## src/rtl/rmst_to_fifo_tile_mc_if.sv

```systemverilog
// Bundle between the tile loader, the external read master and the FIFO bank.
// The master modport is the loader's view; slave is the view of everything around it.
interface rmst_to_fifo_tile_mc_if #(
  parameter int AW  = 12,
  parameter int XAW = 32,
  parameter int DW  = 32,
  parameter int XDW = 128,
  parameter int CH  = 4
);
  localparam int CHW = (CH > 1) ? $clog2(CH) : 1;

  logic           load_data_start;
  logic           load_data_done;
  logic [XAW-1:0] param_raddr;
  logic [AW-1:0]  param_iolen;
  logic           param_mode;
  logic [CHW-1:0] param_ch;

  logic           rmst_fixed_location;
  logic [XAW-1:0] rmst_read_base;
  logic [XAW-1:0] rmst_read_length;
  logic           rmst_go;
  logic           rmst_done;
  logic           rmst_user_read_buffer;
  logic [XDW-1:0] rmst_user_buffer_data;
  logic           rmst_user_data_available;

  logic [DW-1:0]  rmst_data_in;
  logic [CH-1:0]  fifo_push;
  logic [CH-1:0]  fifo_almost_full;

  modport master (
    input  load_data_start, param_raddr, param_iolen, param_mode, param_ch,
    input  rmst_done, rmst_user_buffer_data, rmst_user_data_available, fifo_almost_full,
    output load_data_done, rmst_fixed_location, rmst_read_base, rmst_read_length, rmst_go,
    output rmst_user_read_buffer, rmst_data_in, fifo_push
  );

  modport slave (
    output load_data_start, param_raddr, param_iolen, param_mode, param_ch,
    output rmst_done, rmst_user_buffer_data, rmst_user_data_available, fifo_almost_full,
    input  load_data_done, rmst_fixed_location, rmst_read_base, rmst_read_length, rmst_go,
    input  rmst_user_read_buffer, rmst_data_in, fifo_push
  );
endinterface

```

## src/rtl/rmst_to_fifo_tile_mc.sv

```systemverilog
// Streams a job from an external read master into CH FIFOs, one DW word per cycle,
// splitting the job into tiles of at most TILE_XW wide words.
module rmst_to_fifo_tile_mc #(
  parameter int AW      = 12,
  parameter int XAW     = 32,
  parameter int DW      = 32,
  parameter int XDW     = 128,
  parameter int CH      = 4,
  parameter int TILE_XW = 8
) (
  input logic                   clk,
  input logic                   rst,
  rmst_to_fifo_tile_mc_if.master bus
);
  localparam int WCNT = XDW / DW;
  localparam int CHW  = (CH > 1) ? $clog2(CH) : 1;
  localparam int LW   = (WCNT > 1) ? $clog2(WCNT) : 1;
  localparam int CW   = AW + 1;
  localparam logic [CW-1:0]  TILE_CAP   = CW'(TILE_XW * WCNT);
  localparam logic [XAW-1:0] WORD_BYTES = XAW'(DW / 8);

  typedef enum logic [2:0] {IDLE, ISSUE, STREAM, WAIT_DONE, FINISH} state_t;

  state_t         state;
  logic [XAW-1:0] addr;
  logic [CW-1:0]  remaining;
  logic [CW-1:0]  push_rem;
  logic           mode;
  logic [CHW-1:0] ch_sel;
  logic [CHW-1:0] ch_ptr;
  logic [XDW-1:0] hold;
  logic           hold_valid;
  logic [LW-1:0]  lane;
  logic           done_seen;
  logic [XAW-1:0] read_base;
  logic [XAW-1:0] read_length;
  logic           go;
  logic           load_done;

  logic [CHW-1:0] target;
  logic [CW-1:0]  tile;
  logic [CW-1:0]  held;
  logic           last_lane;
  logic           push;
  logic           pop;

  assign target    = mode ? ch_sel : ch_ptr;
  assign tile      = (remaining < TILE_CAP) ? remaining : TILE_CAP;
  assign held      = hold_valid ? (CW'(WCNT) - CW'(lane)) : '0;
  assign last_lane = (lane == LW'(WCNT - 1));

  // A pop refills the holding register in the same cycle its last lane leaves, and
  // never fetches beyond the words still owed for this tile.
  assign push = (state == STREAM) && hold_valid && !bus.fifo_almost_full[target];
  assign pop  = (state == STREAM) && bus.rmst_user_data_available && (push_rem > held) &&
                (!hold_valid || (push && last_lane));

  assign bus.rmst_user_read_buffer = pop;
  assign bus.fifo_push             = push ? (CH'(1) << target) : '0;
  assign bus.rmst_data_in          = push ? hold[int'(lane)*DW +: DW] : '0;
  assign bus.rmst_fixed_location   = 1'b0;
  assign bus.rmst_go               = go;
  assign bus.rmst_read_base        = read_base;
  assign bus.rmst_read_length      = read_length;
  assign bus.load_data_done        = load_done;

  // NOTE: all state uses non-blocking assignments so every register samples the
  // pre-edge values; blocking here would chain updates within one edge.
  always_ff @(posedge clk) begin
    if (!rst) begin
      state       <= IDLE;
      addr        <= '0;
      remaining   <= '0;
      push_rem    <= '0;
      mode        <= 1'b0;
      ch_sel      <= '0;
      ch_ptr      <= '0;
      hold        <= '0;
      hold_valid  <= 1'b0;
      lane        <= '0;
      done_seen   <= 1'b0;
      read_base   <= '0;
      read_length <= '0;
      go          <= 1'b0;
      load_done   <= 1'b0;
    end else begin
      go        <= 1'b0;
      load_done <= 1'b0;

      if (pop) begin
        hold       <= bus.rmst_user_buffer_data;
        hold_valid <= 1'b1;
        lane       <= '0;
      end else if (push) begin
        if (last_lane) begin
          hold_valid <= 1'b0;
          lane       <= '0;
        end else begin
          lane <= lane + 1'b1;
        end
      end

      if (push) begin
        ch_ptr   <= (ch_ptr == CHW'(CH - 1)) ? '0 : ch_ptr + 1'b1;
        push_rem <= push_rem - 1'b1;
      end

      case (state)
        IDLE: begin
          if (bus.load_data_start) begin
            addr      <= bus.param_raddr;
            remaining <= CW'(bus.param_iolen);
            mode      <= bus.param_mode;
            ch_sel    <= bus.param_ch;
            ch_ptr    <= '0;
            state     <= (bus.param_iolen == '0) ? FINISH : ISSUE;
          end
        end
        ISSUE: begin
          read_base   <= addr;
          read_length <= XAW'(tile) * WORD_BYTES;
          go          <= 1'b1;
          addr        <= addr + XAW'(tile) * WORD_BYTES;
          remaining   <= remaining - tile;
          push_rem    <= tile;
          done_seen   <= 1'b0;
          state       <= STREAM;
        end
        STREAM: begin
          // The read master may report completion while words are still buffered.
          if (bus.rmst_done) done_seen <= 1'b1;
          if (push && push_rem == CW'(1)) state <= WAIT_DONE;
        end
        WAIT_DONE: begin
          if (done_seen || bus.rmst_done) begin
            done_seen <= 1'b0;
            state     <= (remaining != '0) ? ISSUE : FINISH;
          end
        end
        FINISH: begin
          load_done <= 1'b1;
          state     <= IDLE;
        end
        default: state <= IDLE;
      endcase
    end
  end
endmodule

```

## src/flat_wrapper.sv

```systemverilog
// flat-port wrapper written by rule: the top's interface ports become plain ports
module rmst_to_fifo_tile_mc_flat 
#(
  parameter int AW      = 12,
  parameter int XAW     = 32,
  parameter int DW      = 32,
  parameter int XDW     = 128,
  parameter int CH      = 4,
  parameter int TILE_XW = 8
)
  (clk, rst, bus_load_data_start, bus_param_raddr, bus_param_iolen, bus_param_mode, bus_param_ch, bus_rmst_done, bus_rmst_user_buffer_data, bus_rmst_user_data_available, bus_fifo_almost_full, bus_load_data_done, bus_rmst_fixed_location, bus_rmst_read_base, bus_rmst_read_length, bus_rmst_go, bus_rmst_user_read_buffer, bus_rmst_data_in, bus_fifo_push);
  rmst_to_fifo_tile_mc_if #(.AW(AW), .XAW(XAW), .DW(DW), .XDW(XDW), .CH(CH)) bus_i ();
  input logic clk;
  input logic rst;
  input wire logic [$bits(bus_i.load_data_start)-1:0] bus_load_data_start;
  input wire logic [$bits(bus_i.param_raddr)-1:0] bus_param_raddr;
  input wire logic [$bits(bus_i.param_iolen)-1:0] bus_param_iolen;
  input wire logic [$bits(bus_i.param_mode)-1:0] bus_param_mode;
  input wire logic [$bits(bus_i.param_ch)-1:0] bus_param_ch;
  input wire logic [$bits(bus_i.rmst_done)-1:0] bus_rmst_done;
  input wire logic [$bits(bus_i.rmst_user_buffer_data)-1:0] bus_rmst_user_buffer_data;
  input wire logic [$bits(bus_i.rmst_user_data_available)-1:0] bus_rmst_user_data_available;
  input wire logic [$bits(bus_i.fifo_almost_full)-1:0] bus_fifo_almost_full;
  output wire logic [$bits(bus_i.load_data_done)-1:0] bus_load_data_done;
  output wire logic [$bits(bus_i.rmst_fixed_location)-1:0] bus_rmst_fixed_location;
  output wire logic [$bits(bus_i.rmst_read_base)-1:0] bus_rmst_read_base;
  output wire logic [$bits(bus_i.rmst_read_length)-1:0] bus_rmst_read_length;
  output wire logic [$bits(bus_i.rmst_go)-1:0] bus_rmst_go;
  output wire logic [$bits(bus_i.rmst_user_read_buffer)-1:0] bus_rmst_user_read_buffer;
  output wire logic [$bits(bus_i.rmst_data_in)-1:0] bus_rmst_data_in;
  output wire logic [$bits(bus_i.fifo_push)-1:0] bus_fifo_push;
  assign bus_i.load_data_start = bus_load_data_start;
  assign bus_i.param_raddr = bus_param_raddr;
  assign bus_i.param_iolen = bus_param_iolen;
  assign bus_i.param_mode = bus_param_mode;
  assign bus_i.param_ch = bus_param_ch;
  assign bus_i.rmst_done = bus_rmst_done;
  assign bus_i.rmst_user_buffer_data = bus_rmst_user_buffer_data;
  assign bus_i.rmst_user_data_available = bus_rmst_user_data_available;
  assign bus_i.fifo_almost_full = bus_fifo_almost_full;
  assign bus_load_data_done = bus_i.load_data_done;
  assign bus_rmst_fixed_location = bus_i.rmst_fixed_location;
  assign bus_rmst_read_base = bus_i.rmst_read_base;
  assign bus_rmst_read_length = bus_i.rmst_read_length;
  assign bus_rmst_go = bus_i.rmst_go;
  assign bus_rmst_user_read_buffer = bus_i.rmst_user_read_buffer;
  assign bus_rmst_data_in = bus_i.rmst_data_in;
  assign bus_fifo_push = bus_i.fifo_push;
  rmst_to_fifo_tile_mc #(.AW(AW), .XAW(XAW), .DW(DW), .XDW(XDW), .CH(CH), .TILE_XW(TILE_XW)) u_core (.clk(clk), .rst(rst), .bus(bus_i));
endmodule
```

## config.mk

```make
export PLATFORM = sky130hd
export DESIGN_NAME = rmst_to_fifo_tile_mc_flat
export DESIGN_NICKNAME = d
export VERILOG_FILES = /design/src/rtl/rmst_to_fifo_tile_mc_if.sv /design/src/rtl/rmst_to_fifo_tile_mc.sv /design/src/flat_wrapper.sv
export SDC_FILE = /design/constraint.sdc
export NUM_CORES = 1
export LEC_CHECK = 0
export ABC_AREA = 1
export CAP_MARGIN = 5
export CORE_MARGIN = 2
export CORE_UTILIZATION = 40
export DETAILED_ROUTE_END_ITERATION = 6
export PLACE_DENSITY = 0.73
export SLEW_MARGIN = 10
export SYNTH_ARGS = -nofsm -noshare
export SYNTH_HDL_FRONTEND = slang
export SYNTH_SLANG_ARGS = --single-unit
```

## constraint.sdc

```tcl
create_clock -name clk -period 3.5 [get_ports clk]
set_input_delay 0.7 -clock clk [delete_from_list [all_inputs] [get_ports clk]]
set_output_delay 0.7 -clock clk [all_outputs]
set_load 0.02 [all_outputs]
```

# After elaboration in Yosys (flattened, before gate mapping)

Cells that the tools add are included.
W data, S select, Z words.

Flip-flop bits (word level): 245
Input port bits: 184
Output and inout port bits: 104
Word-level logic and storage cells: 95

$add $sub $neg: 6
$lt $le $gt $ge: 3
Equal/unequal tests: 11
Shift-type cells: 2
Muxes and demuxes: 32
Bitwise operators: 1
Reductions and logical operators: 25

Operators by type and width:

| kind                    | number |
|---|---|
| $shiftx A128 B8 Y32     | 1 |
| $mux W13                | 5 |
| $mux W32                | 2 |
| $pmux W32 S2            | 1 |
| $add A32 B15 Y32        | 1 |
| $pmux W13 S2            | 1 |
| $mux W3                 | 5 |
| $eq A13 B1 Y1 const B   | 1 |
| $gt A13 B13 Y1          | 1 |
| $lt A13 B6 Y1 const B   | 1 |
| $reduce_bool A13 Y1     | 1 |
| $sub A13 B1 Y13 const B | 1 |
| $sub A13 B13 Y13        | 1 |
| $logic_not A12 Y1       | 1 |
| $mux W2                 | 6 |
| $pmux W3 S4             | 1 |
| $mux W1                 | 8 |
| $reduce_bool A2 Y1      | 4 |
| $logic_and A1 B1 Y1     | 7 |
| $eq A3 B2 Y1 const B    | 2 |
| $ne A2 B2 Y1 const B    | 3 |
| $reduce_and A2 Y1       | 3 |
| $reduce_and A3 Y1       | 2 |
| $add A2 B1 Y2 const B   | 2 |
| other kinds (16)        | 19 |

# Logic depth before layout (Yosys ltp)

Gate-level depths: netlist of run 1.

Word-level depth: 10
Gate-level depth with buffers: 18
Mapped depth without buffers: 18

# Least setup slack after synthesis of run 1

OpenSTA, ideal clock, no wires.

Path kind: flip-flop to output port
Start point: reg u_core.lane[1]
End point: out bus_rmst_user_read_buffer
Data arrival time: 2336 ps
Required time: 2800 ps
Slack: 464 ps
Cell stages (with the launch flop): 15
Path buffers: 3
Path through: dfxtp_1 -> clkbuf_1 -> inv_1 -> buf_1 -> ha_1 -> nand2_1 -> ha_1 -> nand2_1 -> nor3_1 -> nand2_1 -> nand3_1 -> a21oi_1 -> buf_2 -> nand2_1 -> inv_1

Longest elaborated chain between the ends: 5
Elaborated cells on any way between the ends: 8
Classes of those cells: add/sub (1); order compare (1); eq/ne (1); mux (1); reduce/logical (4)

RTL lines:

| what                     | RTL line                   | RTL |
|---|---|---|
| start: declaration       | rmst_to_fifo_tile_mc.sv:33 | `logic [LW-1:0] lane;` |
| start signal: assignment | rmst_to_fifo_tile_mc.sv:99 | `lane <= lane + 1'b1;` |
| $sub A3 B2 Y4            | rmst_to_fifo_tile_mc.sv:49 | `assign held = hold_valid ? (CW'(WCNT) - CW'(lane)) : '0;` |
| $mux W13                 | rmst_to_fifo_tile_mc.sv:49 |  |
| $gt A13 B13 Y1           | rmst_to_fifo_tile_mc.sv:55 | `assign pop = (state == STREAM) && bus.rmst_user_data_available && (push_rem > held) &&` |
| $logic_and A1 B1 Y1      | rmst_to_fifo_tile_mc.sv:55 |  |
| $logic_and A1 B1 Y1 *    | rmst_to_fifo_tile_mc.sv:55 |  |
| end: declaration         | flat_wrapper.sv:29         | `output wire logic [$bits(bus_i.rmst_user_read_buffer)-1:0] bus_rmst_user_read_buffer;` |

Mark *: on every way between the ends. The rest lies on a longest branch, timed or not.

# Final worst setup path of run 1

Start point: reg u_core.lane[0]
End point: out bus_rmst_user_read_buffer

Same word-level chain as after synthesis.

==> results of run 1 <==
## timing repair
action | CTS | global route
gates cloned | 0 | 0
gates resized for setup | 13 | 32
endpoints found under the setup margin | 36 | 32
hold endpoints to repair | 0 | 0
## cells in the mapped netlist (22+ instances only)
cell      instances
ha_1             22
nor2_1          359
buf_2            36
dfxtp_1         245
nand2_1         422
a21oi_1         213
nand3_1         209
inv_1           258
o21ai_0         130
buf_1            22
clkbuf_1         44
buf_4            33
## power by group through the flow
stage | Sequential, W | Clock [W] | Combinational (W)
3_3_place_gp | 0.00388 | 0 | 0.00440
6_report | 0.00386 | 0.00302 | 0.00453
2_1_floorplan | 0.00385 | 0 | 0.00328
5_1_grt | 0.00393 | 0.00318 | 0.00510
4_1_cts | 0.00385 | 0.00307 | 0.00449
3_5_place_dp | 0.00390 | 0 | 0.00445
## critical path, stage by stage, from the launching register on
cell and delay [ns]:
dfxtp_2 0.34, inv_1 0.06, ha_1 0.30, nand2_1 0.06, ha_1 0.27, nand2_1 0.08
nor3_1 0.06, nand2_1 0.05, nand3_1 0.11, a21oi_4 0.19, nand2_2 0.09, inv_1 0.10
dlygate4sd2_1 0.34
## cell type report
type | count | share of cell area (%)
inverter | 263 | 5.71
antenna | 8 | 0.116
multi-input combinational | 1494 | 40.1
clock buffer | 41 | 4.69
timing repair buffer | 286 | 16.9
sequential | 245 | 28.4
clock inverter | 10 | 0.833
tap | 448 | 3.24
## registers in the layout (all words and copies together), names as in the netlist
signal	count
u_core.ch_ptr	2
u_core.push_rem	13
u_core.addr	32
u_core.bus.rmst_go	1
u_core.lane	2
u_core.bus.rmst_read_base	32
u_core.state	3
u_core.ch_sel	2
u_core.done_seen	1
u_core.hold	128
u_core.mode	1
u_core.remaining	13
u_core.hold_valid	1
u_core.bus.rmst_read_length	13
u_core.bus.load_data_done	1
## path summary, 6_finish.rpt
path | endpoint | cells past startpoint
max | bus_rmst_user_read_buffer | 12
min | u_core.bus.rmst_read_length[9] | 2
max reg2reg | u_core.addr[29] | 16
min reg2reg | u_core.bus.rmst_read_length[9] | 2
## stage by stage
stage	hold slack, ns	instances	total power, W
after floorplan	0.430	2149	0.00713
after global placement	0.414	2736	0.00828
after detailed placement	0.421	2736	0.00835
after CTS	0.430	2787	0.0114
after global routing	0.445	2792	0.0122
final	0.427	2795	0.0114
## logic make-up after synthesis
logic type	Yosys count	synth area share (%)
XOR/XNOR	15	0.975
adder cells (fa/ha/maj)	23	2.19
buffers and inverters	410	13.3
flip-flops	245	36.4
AO/OA/AOI/OAI	401	15.9
AND/OR/NAND/NOR	1027	31.1
other	2	0.0557
## per-layer routing
layer | global-route usage (%) | wire length [µm]
met5 | 0 | 29
met4 | 11.0 | 1940
met3 | 5.45 | 3420
met2 | 36.9 | 19500
met1 | 31.9 | 19300
==> key figures, run 1 <==
Floorplan
  • Die Wd: 188 µm
  • I/O pins: around 290
  • Core footprint: roughly 33000 µm²
  • Die Y: 188 µm
  • Row cnt: 67
  • Die area: 35200 µm²
  • Initial Util: between 40% and 50%

Logic synthesis
  • Number of enable flip-flop cells after synthesis: 0
  • Post-synthesis sequential area ratio: 36.4%
  • Count of state elements after synthesis: ~250
  • Most used DFF post-synth: dfxtp_1
  • Synth warn: 0
  • Syn_area_per_cell: roughly 6.3 µm²
  • FFs w/ async S/R, synth: 0%
  • Synth Cell Area: ~13000 µm²
  • Dominant cells by area after synthesis: dfxtp_1, nand2_1, nor2_1, a21oi_1, nand3_1
  • Largest area contributor in the netlist: dfxtp_1
  • Synth Instances: between 2000 and 2500
  • Yosys top cell area share: between 30% and 40%
  • Cell variety after synth: 39

Clock tree
  • Num CTS Buffers: 28
  • Worst skew pair latency: roughly 0.56 ns
  • CTS H-tree lvls: 1
  • Clk root buf: clkbuf_16
  • CTS tree: yes
  • Post-CTS Setup Inserts: 0
  • CTS Hold Bufs: 0
  • Clock Sinks: roughly 250
  • Max clock buf depth: 3
  • Clock slew at reported path FFs: roughly 0.060 ns

Timing
  • Fin. max-slew vios: 0
  • F_max: 0.300 GHz
  • RSZ-0062 raised after global routing: no
  • Setup violators final: 0
  • Relative slew margins: 18.9%
  • Setup TNS: 0 ns
  • Final worst setup slack: 0.170 ns
  • Worst Clk Skew: ~0.021 ns
  • Crit share post-route: around 95%
  • Worst-margin pin slew: around 1.2 ns
  • Post-layout minimum cycle time: ~3.3 ns
  • Fin. Hold Viols: 0

Critical path
  • Worst Path Required: between 2 and 3 ns
  • Worst Path Arrival: roughly 2.6 ns
  • Reg2Reg Setup Slack: 0.49 ns
  • Crit Path Class: register to output port
  • Reg2Reg Launch Point: u_core.remaining[8]
  • Worst-path fanout max: 3
  • CP Capture Type: output port
  • Worst setup SP type: register
  • Worst Setup SP: u_core.lane[0]

Pwr
  • Internal Pwr Total: 0.00685 W
  • Combinational share of power: between 30% and 40%
  • Net Sw Power: ~0.0046 W
  • Lkg Pwr: slightly below 8 nW
  • Clock power frac: 26.5%
  • Sw Share: between 40% and 50%
  • Pwr dens: approximately 660 nW/µm²
  • Seq pwr share: around a third
  • Peak supply drop: approximately 0.49 mV

Worst hold path
  • HP Start: u_core.bus.rmst_read_length[9]
  • Worst min-delay path category: register to register

Routing
  • Final WL: between 40 and 50 mm
  • Detailed Routing Iterations Pass 1: 5
  • 1st-iter DRT viols: between 1000 and 1500
  • Routed length per instance: around 16 µm
  • DRC: 0
  • Via count: 14100
  • Post-route ant nets: 0
  • Via/cell ratio: between 5 and 6

Global routing
  • Largest net degree at the start of global routing: 258
  • Initial antenna violation count: 10
  • GRT overflow: 0
  • All-Layer GR Usage: 24.0%
  • First-pass GRT wire length: roughly 69 mm
  • Vias in the first global route: 12800

Place
  • Pre-CTS setup slack: between 0.08 and 0.09 ns
  • Area after DPL: approximately 16000 µm²
  • Hpwl dp: 30.7 mm
  • Buffers on Ports: 267
  • RePlAce Congestion: 0.959

Layout
  • Filler cells: ~3400
  • Area growth syn-to-layout: 28.2%
  • Finished Cell Area: around 17000 µm²
  • Most frequent cells in the layout: nand2_1, nor2_1, inv_1
  • Most common cell after layout, fill and taps aside: nand2_1
  • Multi-input gate area: just under 7000 µm²
  • Fin util: between 50% and 60%
  • Share of cells above drive strength 1: 3.55%
  • Nets: 2525
  • Register area: around 5000 µm²

Flow run
  • Max-capacitance violation count: 0

Run status
  • Run status: complete, no violations
Note: power is estimated with default switching activity, not from simulation.
==> run 2: changes to the inputs <==
Settings changed: CORE_ASPECT_RATIO set to 1.5.
==> run 2 against run 1 <==
Core utilization shrank 0.76 points. Final cell count shrank 1.3%. Clock-buffer cell count is 4 lower. Global-route usage is 0.50 points lower. Final area decreased by 1.5%. Routed wire length fell by 2.6%. Critical path depth shrank 2. Flip-flop and latch count unchanged. Clock power shrank 7.0%. Combinational power up 2%. Worst setup slack better by 0.011 ns. Largest cell class unchanged. Highest routed layer unchanged.
==> key figures, run 2 (synthesized netlist as in run 1, its figures left out) <==
Run status
  • Run status: complete, no violations

Clock tree
  • CTS H-tree lvls: 1 (unchanged)
  • CTS Hold Bufs: 0 (unchanged)
  • Clock slew at reported path FFs: 0.06 ns (about the same)
  • CTS tree: yes
  • Max clock buf depth: 3 (unchanged)
  • Num CTS Buffers: 27 (-3.6%)
  • Clock Sinks: 245 (unchanged)
  • Worst skew pair latency: 0.55 ns (about the same)
  • Clk root buf: clkbuf_16

Pwr
  • Clock power frac: 25.0% (-1.5 points)
  • Internal Pwr Total: 0.00666 W (-2.7%)
  • Sw Share: 40.9% (+0.85 points)
  • Peak supply drop: 0.346 mV (-29%)
  • Lkg Pwr: 7.55 nW (-5.1%)
  • Combinational share of power: 40.8% (+1.1 points)
  • Pwr dens: 663 nW/µm² (+0.24%)
  • Seq pwr share: 34.2% (+0.4 points)
  • Net Sw Power: 0.00461 W (+0.81%)

Global routing
  • All-Layer GR Usage: 23.5% (-0.50 points)
  • Largest net degree at the start of global routing: 258 (unchanged)
  • GRT overflow: 0 (unchanged)
  • First-pass GRT wire length: 67.6 mm (-1.7%)
  • Vias in the first global route: 13300 (+3.4%)
  • Initial antenna violation count: 2 (-8)

Layout
  • Largest register by flop count: u_core.hold
  • Filler cells: 3363 (+0.33%)
  • Share of cells above drive strength 1: 3.55% (about the same)
  • Most frequent cells in the layout: nand2_1, nor2_1, inv_1
  • Fin util: 51.0% (-0.76 points)
  • Most common cell after layout, fill and taps aside: nand2_1
  • Largest register FFs: 128 (unchanged)
  • Nets: 2525 (unchanged)
  • Area growth syn-to-layout: 26.3%

Timing
  • Worst Clk Skew: 0.0273 ns (+0.00643 ns)
  • RSZ-0062 raised after global routing: no
  • Fin. max-slew vios: 0 (unchanged)
  • Post-layout minimum cycle time: 3.32 ns (-0.0108 ns)
  • F_max: 0.301 GHz (+0.32%)
  • Fin. Hold Viols: 0 (unchanged)
  • Relative slew margins: 12.4% (-6.5 points)
  • Worst-margin pin slew: 1.31 ns (+0.0980 ns)
  • Setup TNS: 0 ns (unchanged)
  • Crit share post-route: 94.8% (-0.31 points)
  • Setup violators final: 0 (unchanged)

Routing
  • Via count: 14200 (+0.45%)
  • DRC: 0 (unchanged)
  • Post-route ant nets: 0 (unchanged)
  • Detailed Routing Iterations Pass 1: 5 (unchanged)
  • Final WL: 43.0 mm (-2.6%)
  • 1st-iter DRT viols: 894 (-24%)
  • Via/cell ratio: 5.14 (+1.8%)
  • Routed length per instance: 15.6 µm (-1.3%)

Worst hold path
  • WHS Path Cells: 2 (unchanged)
  • Worst min-delay path category: register to register

Floorplan
  • Die area: 35200 µm² (about the same)
  • I/O pins: 288 (unchanged)
  • Initial Util: 40.4% (about the same)
  • Die Wd: 154 µm (-18%)
  • Core footprint: 33300 µm² (about the same)
  • Row cnt: 82 (+22%)
  • Die Y: 229 µm (+22%)

Critical path
  • Worst-path fanout max: 27 (+24)
  • Worst Path Arrival: 2.62 ns (about the same)
  • CP Capture Type: output port
  • R2R cell count: 13 (-3)
  • Worst Path Required: 2.80 ns (about the same)
  • Crit Path Class: register to output port
  • Worst setup SP type: register

Place
  • Hpwl dp: 29.4 mm (-4.1%)
  • Buffers on Ports: 267 (unchanged)
  • RePlAce Congestion: 0.999 (+4.2%)

Flow run
  • Max-capacitance violation count: 0 (unchanged)
-- run 2: cell types whose count changed in the layout (fill, tap and decap cells not counted), sizes merged --
cell and delta:
dlygate4sd2 +26, diode -7, clkinv +1, clkinvlp +3, dlymetal6s2s -26, clkdlybuf4s50 -1
bufinv -2, buf +1, clkbuf -3
-- run 2: timing repair --
action                                  CTS  global route
hold endpoints to repair                  0             0
endpoints found under the setup margin   37             6
buffers inserted                          0             0
cloned                                    0             0
resized for setup                        36             7
-- run 2: per-stage QoR --
| stage | hold slack, ns | setup WS [ns] | cells | power [W] | area [µm²] |
|---|---|---|---|---|---|
| after floorplan | 0.430 | 0.464 | 2149 | 0.00713 | 13600 |
| after global placement | 0.415 | 0.223 | 2709 | 0.00832 | 16200 |
| after detailed placement | 0.416 | 0.145 | 2709 | 0.00842 | 16200 |
| after CTS | 0.426 | 0.00298 | 2758 | 0.0113 | 17000 |
| after global routing | 0.443 | 0.0298 | 2759 | 0.0121 | 17000 |
| final | 0.423 | 0.181 | 2759 | 0.0113 | 17000 |
-- run 2: layer usage --
layer | track usage (%) | vias up | wire [µm]
met5 | 0 | - | 12
met4 | 9.93 | 2 | 1610
met3 | 2.92 | 96 | 2700
met2 | 42.1 | 512 | 21400
met1 | 28.1 | 6480 | 17300
li1 | - | 7091 | -
-- run 2: cell type report --
| type | count | area (µm²) | area share (%) |
|---|---|---|---|
| Tap cell | 420 | 526 | 3.09 |
| Clock buffer | 37 | 773 | 4.55 |
| Sequential cell | 245 | 4910 | 28.8 |
| Inverter | 263 | 987 | 5.80 |
| Clock inverter | 12 | 96.3 | 0.566 |
| Antenna cell | 1 | 2.50 | 0.0147 |
| Timing Repair Buffer | 287 | 2810 | 16.5 |
| Multi-Input combinational cell | 1494 | 6910 | 40.6 |
-- run 2: power by group through the flow --
| stage | sequential [W] | combinational (W) | clock, W |
|---|---|---|---|
| after floorplan | 0.00385 | 0.00328 | 0 |
| after global placement | 0.00388 | 0.00444 | 0 |
| after detailed placement | 0.00390 | 0.00452 | 0 |
| after CTS | 0.00384 | 0.00455 | 0.00288 |
| after global routing | 0.00393 | 0.00516 | 0.00299 |
| final | 0.00386 | 0.00460 | 0.00281 |
-- run 2: worst paths after layout --
kind                                        from                        endpoint  slack (ns)
setup reg to reg                  u_core.lane[0]                  u_core.hold[5]        0.51
hold reg to reg   u_core.bus.rmst_read_length[9]  u_core.bus.rmst_read_length[9]        0.42
hold / removal    u_core.bus.rmst_read_length[9]  u_core.bus.rmst_read_length[9]        0.42
setup / recovery                u_core.ch_ptr[0]                bus_fifo_push[3]        0.18
-- run 2: worst max-delay path, cell delays in order (launching register included) --
cell and delay (ns):
dfxtp_1 0.36, inv_1 0.09, o21ai_4 0.24, inv_2 0.14
nand2_1 0.13, nand2_1 0.07, nand2_1 0.07, nand3_2 0.16
buf_6 0.24, nor3_1 0.20, dlygate4sd2_1 0.36
